`src/rtl/ex1_sweep_capture.sv`:
```
// Self-test sequencer: sweeps {a,b,c,d} through 0..15, captures f3 per vector
// into a truth table and compares it against the EXPECTED mask.
module ex1_sweep_capture #(
  parameter int unsigned SETTLE   = 1,
  parameter logic [15:0] EXPECTED = 16'hB1B1
) (
  input  logic        clk,
  input  logic        rst,
  input  logic        start,
  input  logic        hold,
  output logic        a,
  output logic        b,
  output logic        c,
  output logic        d,
  input  logic        f3,
  output logic        busy,
  output logic        done,
  output logic [15:0] truth_tbl,
  output logic        pass,
  output logic [4:0]  mismatch_cnt
);

  localparam int unsigned SW = (SETTLE > 1) ? $clog2(SETTLE) : 1;
  localparam logic [SW-1:0] SLAST = SW'(SETTLE - 1);

  typedef enum logic [1:0] {IDLE, BUSY, DONE} state_t;

  state_t          state;
  state_t          state_nxt;
  logic [3:0]      k;
  logic [3:0]      vec;
  logic [SW-1:0]   scnt;
  logic            start_ok;
  logic            sample;

  always_comb begin
    start_ok = start && (state != BUSY);
    sample   = (state == BUSY) && !hold && (scnt == SLAST);
  end

  always_ff @(posedge clk) begin
    if (rst) state <= IDLE;
    else     state <= state_nxt;
  end

  always_comb begin
    state_nxt = state;
    unique case (state)
      IDLE:    if (start) state_nxt = BUSY;
      BUSY:    if (sample && (k == 4'd15)) state_nxt = DONE;
      DONE:    if (start) state_nxt = BUSY;
      default: state_nxt = IDLE;
    endcase
  end

  // Vector index, settle counter and capture; frozen entirely while hold is high.
  always_ff @(posedge clk) begin
    if (rst) begin
      k            <= '0;
      vec          <= '0;
      scnt         <= '0;
      truth_tbl    <= '0;
      mismatch_cnt <= '0;
    end else if (start_ok) begin
      k            <= '0;
      vec          <= '0;
      scnt         <= '0;
      truth_tbl    <= '0;
      mismatch_cnt <= '0;
    end else if ((state == BUSY) && !hold) begin
      if (scnt != SLAST) begin
        scnt <= scnt + SW'(1);
      end else begin
        truth_tbl[k] <= f3;
        mismatch_cnt <= mismatch_cnt + {4'b0000, (f3 != EXPECTED[k])};
        if (k == 4'd15) begin
          vec <= '0;
        end else begin
          k    <= k + 4'd1;
          vec  <= k + 4'd1;
          scnt <= '0;
        end
      end
    end
  end

  always_comb begin
    busy         = (state == BUSY);
    done         = (state == DONE);
    pass         = done && (truth_tbl == EXPECTED);
    {a, b, c, d} = vec;
  end

endmodule

```
`config.mk`:
```
export PLATFORM = sky130hd
export DESIGN_NAME = ex1_sweep_capture
export DESIGN_NICKNAME = d
export VERILOG_FILES = /design/src/rtl/ex1_sweep_capture.sv
export SDC_FILE = /design/constraint.sdc
export NUM_CORES = 1
export LEC_CHECK = 0
export ABC_AREA = 0
export BUFFER_PORTS_ARGS = -buffer_cell sky130_fd_sc_hd__clkbuf_2
export CORE_MARGIN = 4
export CORE_UTILIZATION = 48
export CTS_CLUSTER_DIAMETER = 60
export DETAILED_ROUTE_END_ITERATION = 7
export GPL_TIMING_DRIVEN = 0
export PLACE_DENSITY_LB_ADDON = 0.3
export SETUP_SLACK_MARGIN = 0.02
export SYNTH_ARGS = -nofsm -noshare
export SYNTH_HDL_FRONTEND = slang
export SYNTH_SLANG_ARGS = --single-unit
```
`constraint.sdc`:
```
create_clock -name clk -period 1.4 [get_ports clk]
set_input_delay 0.21 -clock clk [delete_from_list [all_inputs] [get_ports clk]]
set_output_delay 0.21 -clock clk [all_outputs]
set_load 0.02 [all_outputs]
```
==> qor.yml, run 1 <==
hold_slack_ps: 48.4
cts_tree: "done"
multi_input_area_um2: 951
r2r-end: "truth_tbl[13]"
violations: "setup timing"
syn2layout_area_growth_pct: 38.6
finalClockSkew_ps: 12.2
r2r_start: "k[0]"
switching_power_mw: 0.422
synth_seq_cells: 32
firstDrtPassIters: 4
antenna_found_initial: 0
min_to: "state[1]"
clk_pin_slew_ps: 100
synth_cells: 161
seqPwrFrac_pct: 55.7
seq_area_um2: 661
grtUsageTotal_pct: 19.2
grt_remaining_overflow: 0
p_per_area_nw_per_um2: 802
tritoncts.num_buffers: 5
worstHoldPathCells: 2
clkPwrFrac_pct: 33.5
crit_type: "flop to output port"
slew_headroom_pct: 66.1
irDropWorstVdd_uv: 703
ys_seq_area_share_pct: 42.8
fmax_mhz: 567
ff2ff_setup_slack_ps: -80
holdCritPathClass: "input port to flop"
hold_viol_final: 0
fp.dieH_um: 63.8
coreArea_um2: 2880
setup_viol: 12
via_per_inst: 5.24
first_global_vias: 1314
synth_top_area_share_pct: 42.8
die_w_um: 63.8
max_slew.worst_pin.slew_ps: 509
drc: 0
avgRoutedWirePerCell_um: 15.1
port_buffers: 31
rows: 19
root_buffer: "clkbuf_4"
drv_cap: 0
drt_iter0_drc: 73
diodes: 0
drive_above_1_share_pct: 47.6
maxSlewViolCount: 0
fin_crit_sh_pct: 126
swShare_pct: 25.4
min_from: "rst"
synth_area_um2: 1500
fill_cells: 209
vias: 1332
nets: 222
pwr-share-comb_pct: 10.8
cts_max_level: 2
avgSynthCellArea_um2: 9.29
power.total_mw: 1.66
ios: 33
endpoint_kind: "output port"
startpoint_type: "flop"
antenna_left: 0
rsz0062_at_grt: "true"
gp_congestion: 0.853
yosysWarnings: 0
cp.required_ps: 1190
synth_cell_types: 32
p_leak_nw: 0.914
yosysTopAreaCell: "dfxtp_1"
dieArea_um2: 4070
finish.utilization_pct: 72.0
drt-total-wl_um: 3840
path_max_fanout: 3
grt_pass1_wl_um: 6070
ys_top_cells_by_area: "dfxtp_1 43%, mux2i_1 11%, nor2_1 6.3%"
grt_max_degree: 11
setup_ws_ps: -364
intPower_mw: 1.24
ys.flop_type: "dfxtp_1"
initial_core_util_pct: 52.0
dp_hpwl_um: 2520
status: "finished with violations"
min_period_ps: 1760
reg2reg_depth: 6
clock_latency_ps: 340
synthArstFlopShare_pct: 0
clock-sinks: 32
syn_nets: 172
synth-edff-count: 0
arrival_ps: 1550
clockBufferDepth: 2
==> Yosys cell counts (3+ instances only) <==
master and count:
nand4_1 5, inv_1 4, xnor2_1 3, a2bb2oi_1 3, dfxtp_1 32, ha_1 6
nor2_1 25, nand3_1 13, mux2i_1 16, nand2_1 13, a21oi_1 6, xor2_1 5
buf_2 5
==> cells by family after synthesis <==
logic type / share of synthesized area [%]
AND/OR/NAND/NOR: 25.5
flip-flops: 42.8
multiplexers: 11.7
AO/OA/AOI/OAI: 6.03
buffers and inverters: 4.18
XOR/XNOR: 4.69
adder cells (fa/ha/maj): 5.02
==> registers in the layout, summed over array words and instances, names as in the netlist, named ones only <==
register,flops
vec,4
mismatch_cnt,5
k,4
state,2
truth_tbl,16
==> worst max path at each step <==
| stage | startpoint | to | slack, ps | cells past startpoint |
|---|---|---|---|---|
| finish | truth_tbl[9] | pass | -360 | 3 |
| global route | truth_tbl[1] | pass | -430 | 4 |
| CTS | truth_tbl[9] | pass | -390 | 3 |
| detailed placement | f3 | mismatch_cnt[4] | -160 | 7 |
| global placement | f3 | mismatch_cnt[4] | -110 | 7 |
| floorplan | truth_tbl[10] | pass | 7 | 2 |
==> cell usage in the layout, fill, tap and decap left out, drive strengths merged <==
| master | count |
|---|---|
| a211o | 1 |
| a211oi | 1 |
| a21oi | 6 |
| a2bb2oi | 3 |
| and2b | 2 |
| and3 | 1 |
| and4bb | 1 |
| buf | 20 |
| clkbuf | 40 |
| dfxtp | 32 |
| ha | 6 |
| inv | 4 |
| mux2 | 1 |
| mux2i | 16 |
| nand2 | 13 |
| nand2b | 1 |
| nand3 | 14 |
| nand4 | 5 |
| nand4b | 2 |
| nor2 | 27 |
| nor2b | 2 |
| nor3b | 1 |
| nor4 | 1 |
| nor4b | 1 |
| o211a | 1 |
| o21bai | 1 |
| or4b | 1 |
| xnor2 | 3 |
| xor2 | 5 |
==> area by class of cell <==
cell class	instances	area share [%]
inverters	4	0.725
clock buffers	8	2.84
multi-input cells	116	45.9
repair buffers	43	13.2
flip-flops and latches	32	31.9
plain buffers	9	2.96
well taps	42	2.54
==> per-layer routing <==
layer / routed length [µm] / vias to the layer above / track usage, % / part of all wire (%)
met5: 0 / - / 0 / 0
met1: 1600 / 639 / 20.9 / 42
met4: 68 / 0 / 10.2 / 1.8
li1: - / 655 / - / -
met2: 2020 / 30 / 33.7 / 53
met3: 147 / 8 / 5.08 / 3.8
==> timing repair <==
item,in CTS,in global routing
pin swaps,2,6
hold buffers,0,0
buffers inserted,9,2
endpoints found under the setup margin,19,18
resized for setup,12,37
cloned,1,0
==> power by group through the flow <==
| stage | Combinational (mW) | Clock [mW] | Sequential (mW) |
|---|---|---|---|
| floorplan | 0.0845 | 0 | 0.954 |
| global placement | 0.120 | 0 | 0.950 |
| detailed placement | 0.122 | 0 | 0.951 |
| CTS | 0.142 | 0.561 | 0.926 |
| global route | 0.192 | 0.612 | 0.929 |
| finish | 0.180 | 0.556 | 0.926 |
==> critical path, cell delays in order (launching register included) <==
cell	delay, ps
dfxtp_2	340
or4b_4	540
nor4_4	160
buf_4	190
==> through the flow <==
stage	TNS, ps	instances	cell area, µm²	setup WS (ps)
after floorplan	0	161	1540	7.25
after detailed placement	-893	234	1750	-156
final	-678	254	2070	-364
after global routing	-2400	254	2070	-430
after global placement	-291	234	1750	-111
after CTS	-394	252	1910	-394
No activity file was read; power rests on OpenSTA's default activity.
==> inputs of run 2 (changes only) <==
CORE_UTILIZATION = 53   (was 48)
PLACE_DENSITY = 0.78   (was default)
PLACE_DENSITY_LB_ADDON = default   (was 0.3)
clock period = 1.77 ns   (was 1.4 ns; I/O delays follow)
==> run 2 against run 1 <==
- the run still ends with setup timing left
- sequential power shrank 21%
- combinational power shrank 46%
- first-iteration DRC count shrank 51%
- setup slack better by 340 ps
- flip-flop and latch count did not move
- hold slack better by 55 ps
- critical path depth stayed put
- global-route usage grew 0.52 points
- design area is 14% lower
- sequential share of layout area grew 4.3 points
- non-clock buffer count fell by 11
- clock skew fell by 1.1 ps
- highest routed layer unchanged
==> qor.yml, run 2 (same netlist as run 1, synthesis figures left out) <==
gp_congestion: 0.891  # +4.4%
drive_above_1_share_pct: 30.8  # -17 points
arrival_ps: 1530  # -20 ps
top_regs: "truth_tbl: 16 flops, mismatch_cnt: 5 flops"
drt_iter0_drc: 36  # -51%
startpoint_type: "flop"
clock-sinks: 32  # unchanged
crit_type: "flop to output port"
max_slew.worst_pin.slew_ps: 418  # -90.9 ps
stdcell_count: 231  # -9.1%
setup_ws_ps: -23.0  # +341 ps
cts_tree: "done"
hold_viol_final: 0  # unchanged
endpoint_kind: "output port"
antenna_found_initial: 0  # unchanged
layout_common_cells: "30 x clkbuf_2, 29 x dfxtp_1, 25 x nor2_1"
fmax_mhz: 558
maxSlewViolCount: 0  # unchanged
grt_pass1_wl_um: 5460  # -10%
coreArea_um2: 2590  # -10%
vias: 1274  # -4.4%
p_leak_nw: 0.836  # -8.5%
pwr-share-comb_pct: 7.7  # -3.1 points
seqPwrFrac_pct: 57.8  # +2.1 points
status: "finished with violations"
clock_latency_ps: 330  # about the same
cp.required_ps: 1500  # +310 ps
grtUsageTotal_pct: 19.7  # +0.52 points
first_global_vias: 1196  # -9.0%
grt_max_degree: 11  # unchanged
rows: 18  # -1
hold_buffers: 0  # unchanged
antenna_left: 0  # unchanged
avgRoutedWirePerCell_um: 14.0  # -7.5%
p_per_area_nw_per_um2: 714  # -11%
drv_cap: 0  # unchanged
clockBufferDepth: 2  # unchanged
setup_viol: 1  # -11
hold_slack_ps: 103  # +54.5 ps
fin_crit_sh_pct: 101
root_buffer: "clkbuf_4"
drt-total-wl_um: 3230  # -16%
intPower_mw: 0.951  # -23%
switching_power_mw: 0.320  # -24%
nets: 211  # -5.0%
violations: "setup timing"
syn2layout_area_growth_pct: 19.2
swShare_pct: 25.2  # -0.21 points
cts_max_level: 2  # unchanged
clk_pin_slew_ps: 100  # about the same
ios: 33  # unchanged
finalClockSkew_ps: 11.1  # -1.06 ps
holdCritPathClass: "input port to flop"
via_per_inst: 5.52  # +5.2%
initial_core_util_pct: 57.7  # +5.8 points
clkPwrFrac_pct: 34.6  # +1.1 points
drc: 0  # unchanged
diodes: 0  # unchanged
largest_reg_flops: 16  # unchanged
fp.dieH_um: 61.1  # -4.2%
dp.cells: 222  # -5.1%
layout_commonest_cell: "clkbuf_2"
tritoncts.num_buffers: 5  # unchanged
rsz0062_at_grt: "true"
min_period_ps: 1790
regMostFlops: "truth_tbl"
dieArea_um2: 3740  # -8.3%
firstDrtPassIters: 6  # +2
path_max_fanout: 2  # -1
slew_headroom_pct: 72.2  # +6.1 points
irDropWorstVdd_uv: 591  # -16%
die_w_um: 61.1  # -4.2%
grt_remaining_overflow: 0  # unchanged
port_buffers: 31  # unchanged
dp_hpwl_um: 2420  # -3.9%
-- run 2: cell types whose count changed in the layout (fill, tap and decap cells not counted), moves of 3 or more --
cell | before | now
nand3_2 | 11 | 1
buf_4 | 8 | 4
dfxtp_1 | 22 | 29
dfxtp_2 | 7 | 3
dfxtp_4 | 3 | 0
buf_6 | 7 | 0
ha_1 | 3 | 6
nand3_1 | 1 | 13
-- run 2: power groups by stage --
stage                     Clock (mW)  Sequential (mW)  Combinational (mW)
after floorplan                    0            0.753              0.0662
after global placement             0            0.750              0.0947
after detailed placement           0            0.750              0.0973
after CTS                      0.446            0.734              0.0980
after global routing           0.488            0.735               0.108
final                          0.440            0.734              0.0976
-- run 2: area by class of cell --
cell class / instances / area (µm²)
Tap cell: 30 / 37.5
Timing Repair Buffer: 32 / 165
Clock buffer: 6 / 51.3
Fill cell: 208 / 808
Multi-Input combinational cell: 116 / 811
Inverter: 4 / 15.0
Buffer: 9 / 47.5
Clock inverter: 2 / 10.0
Sequential cell: 32 / 644
-- run 2: repair_timing --
action / CTS / global route
resized for setup: 7 / 1
endpoints found under the setup margin: 1 / 1
setup buffers: 1 / 0
pin swaps: 3 / 0
-- run 2: metrics by stage --
| stage | total power [mW] | TNS [ps] | utilization [%] | worst slack (ps) | instance area (µm²) |
|---|---|---|---|---|---|
| final | 1.27 | -23.0 | 68.8 | -23.0 | 1780 |
| after CTS | 1.28 | -53.3 | 68.8 | -53.3 | 1780 |
| after floorplan | 0.819 | 0 | - | 90.3 | 1500 |
| after detailed placement | 0.848 | 0 | 65.4 | 137 | 1690 |
| after global placement | 0.845 | 0 | 65.4 | 193 | 1690 |
| after global routing | 1.33 | -142 | 68.8 | -142 | 1780 |
-- run 2: metal layers --
layer | part of all wire, % | track usage (%)
met2 | 46 | 31.7
met4 | 1.0 | 7.74
met3 | 7.3 | 5.45
met1 | 46 | 24.9
met5 | 0 | 0
-- run 2: path summary, 6_finish.rpt --
path	end	cells past startpoint	startpoint	slack, ps
worst min register to register	vec[1]	2	vec[1]	470
worst max-delay path	pass	3	truth_tbl[10]	-20
worst min-delay path	state[1]	2	rst	100
worst max register to register	flop	5	k[0]	170
-- run 2: critical path, cell delays in order, from the launching register on --
cell and delay (ps):
dfxtp_2 340, or4b_4 530, nor4_2 150, buf_4 180
==> inputs of run 3 (changes only) <==
CORE_ASPECT_RATIO = 0.6   (was default)
==> run 3 against run 2 <==
- the run now ends clean
- hold slack improved by 77 ps
- critical path depth up 1
- first-iteration DRC count is 120% higher
- non-clock buffer count unchanged
- critical path type unchanged
- critical endpoint unchanged
- largest cell class unchanged
==> qor.yml, run 3 (same netlist as run 1, synthesis figures left out) <==
post-place-ws_ps: 128  # -9.08 ps
drv_cap: 0  # unchanged
fin_crit_sh_pct: 98.0  # -3.3 points
port_buffers: 31  # unchanged
clkPwrFrac_pct: 40.8  # +6.2 points
root_buffer: "clkbuf_8"
coreArea_um2: 2590  # about the same
grt_util_met2_pct: 29.0  # -2.7 points
switching_power_mw: 0.330  # +3.1%
clk_pin_slew_ps: 70  # -30 ps
status: "finished, final reports clean"
die_w_um: 76.6  # +25%
max_slew.worst_pin.slew_ps: 451  # +33.3 ps
gp_congestion: 0.838  # -6.0%
cts_tree: "done"
seqPwrFrac_pct: 52.2  # -5.6 points
slew_headroom_pct: 69.9  # -2.2 points
layout_common_cells: "30 x dfxtp_1, 30 x clkbuf_2, 25 x nor2_1"
syn2layout_area_growth_pct: 21.8
drt-total-wl_um: 3600  # +11%
pwr-share-comb_pct: 7.1  # -0.6 points
path_max_fanout: 2  # unchanged
setup_ws_ps: 35.4  # +58.3 ps
avgRoutedWirePerCell_um: 15.4  # +10%
grtUsageTotal_pct: 19.9  # +0.27 points
fmax_mhz: 576  # +3.4%
crit_type: "flop to output port"
startpoint_type: "flop"
min_period_ps: 1730  # -58.3 ps
first_global_vias: 1257  # +5.1%
setup_viol: 0  # -1
dieArea_um2: 3760  # +0.74%
rows: 14  # -4
p_leak_nw: 0.844  # +0.88%
clock_latency_ps: 280  # -50 ps
regMostFlops: "truth_tbl"
antenna_found_initial: 0  # unchanged
finish.utilization_pct: 70.2  # +1.4 points
grt_use_met1_pct: 27.6  # +2.7 points
tritoncts.num_buffers: 5  # unchanged
grt_remaining_overflow: 0  # unchanged
antenna_left: 0  # unchanged
grt_pass1_wl_um: 5980  # +9.6%
ios: 33  # unchanged
clock-sinks: 32  # unchanged
met3_usage_pct: 6.83  # +1.4 points
vias: 1304  # +2.4%
intPower_mw: 1.08  # +13%
dp.cells: 224  # +0.90%
fp.dieH_um: 49.1  # -20%
rsz0062_at_grt: "true"
grt-busiest-layer: "met2"
grt_max_degree: 11  # unchanged
maxSlewViolCount: 0  # unchanged
irDropWorstVdd_uv: 546  # -7.6%
nets: 211  # unchanged
cts_max_level: 2  # unchanged
drt_iter0_drc: 78  # +120%
fin_setup_tns_ps: 0  # +23.0 ps
hold_slack_ps: 180  # +77.0 ps
endpoint_kind: "output port"
largest_reg_flops: 16  # unchanged
drive_above_1_share_pct: 29.4  # -1.5 points
via_per_inst: 5.60  # +1.5%
clockBufferDepth: 2  # unchanged
hold_viol_final: 0  # unchanged
holdCritPathClass: "input port to flop"
dp_hpwl_um: 2600  # +7.4%
finalClockSkew_ps: 4.64  # -6.48 ps
diodes: 0  # unchanged
initial_core_util_pct: 57.7  # about the same
cp.required_ps: 1500  # about the same
stdcell_count: 233  # +0.87%
hold_buffers: 0  # unchanged
top_regs: "truth_tbl: 16 flops, mismatch_cnt: 5 flops"
swShare_pct: 23.4  # -1.8 points
p_per_area_nw_per_um2: 774  # +8.5%
design_area_um2: 1820  # +2.2%
power.total_mw: 1.41  # +11%
firstDrtPassIters: 4  # -2
arrival_ps: 1470  # -60 ps
placed_area_um2: 1700  # +0.15%
drc: 0  # unchanged
-- run 3: area by class of cell --
type,instances,area (µm²)
Tap cell,32,40.0
Buffer,9,47.5
Timing Repair Buffer,32,165
Fill cell,202,772
Inverter,4,15.0
Multi-Input combinational cell,116,820
Clock buffer,8,90.1
Sequential cell,32,643
-- run 3: path summary, 6_finish.rpt --
| check | from | depth (start not counted) | endpoint | slack (ps) |
|---|---|---|---|---|
| worst min register to register | vec[1] | 2 | vec[1] | 460 |
| worst max register to register | k[0] | 5 | flop | 100 |
| worst min-delay path | rst | 2 | state[0] | 180 |
| worst max-delay path | truth_tbl[3] | 4 | pass | 40 |
-- run 3: worst max-delay path: stages (launching register included) --
cell	delay, ps
dfxtp_2	330
nor4b_4	320
nand2_1	110
nor4_2	250
buf_4	180
-- run 3: power by group through the flow --
stage / clock (mW) / sequential [mW] / combinational [mW]
2_1_floorplan: 0 / 0.753 / 0.0662
3_3_place_gp: 0 / 0.750 / 0.0951
3_5_place_dp: 0 / 0.751 / 0.0976
4_1_cts: 0.578 / 0.735 / 0.0979
5_1_grt: 0.624 / 0.735 / 0.108
6_report: 0.575 / 0.735 / 0.0995
-- run 3: repair_timing --
item	CTS	global route
resized for setup	6	2
setup buffers	1	0
pin swaps	3	0
endpoints found under the setup margin	1	1
-- run 3: layer usage --
layer,part of all wire (%),vias up
li1,-,629
met1,49,633
met2,43,36
met3,7.2,6
met4,1.0,0
met5,0,-
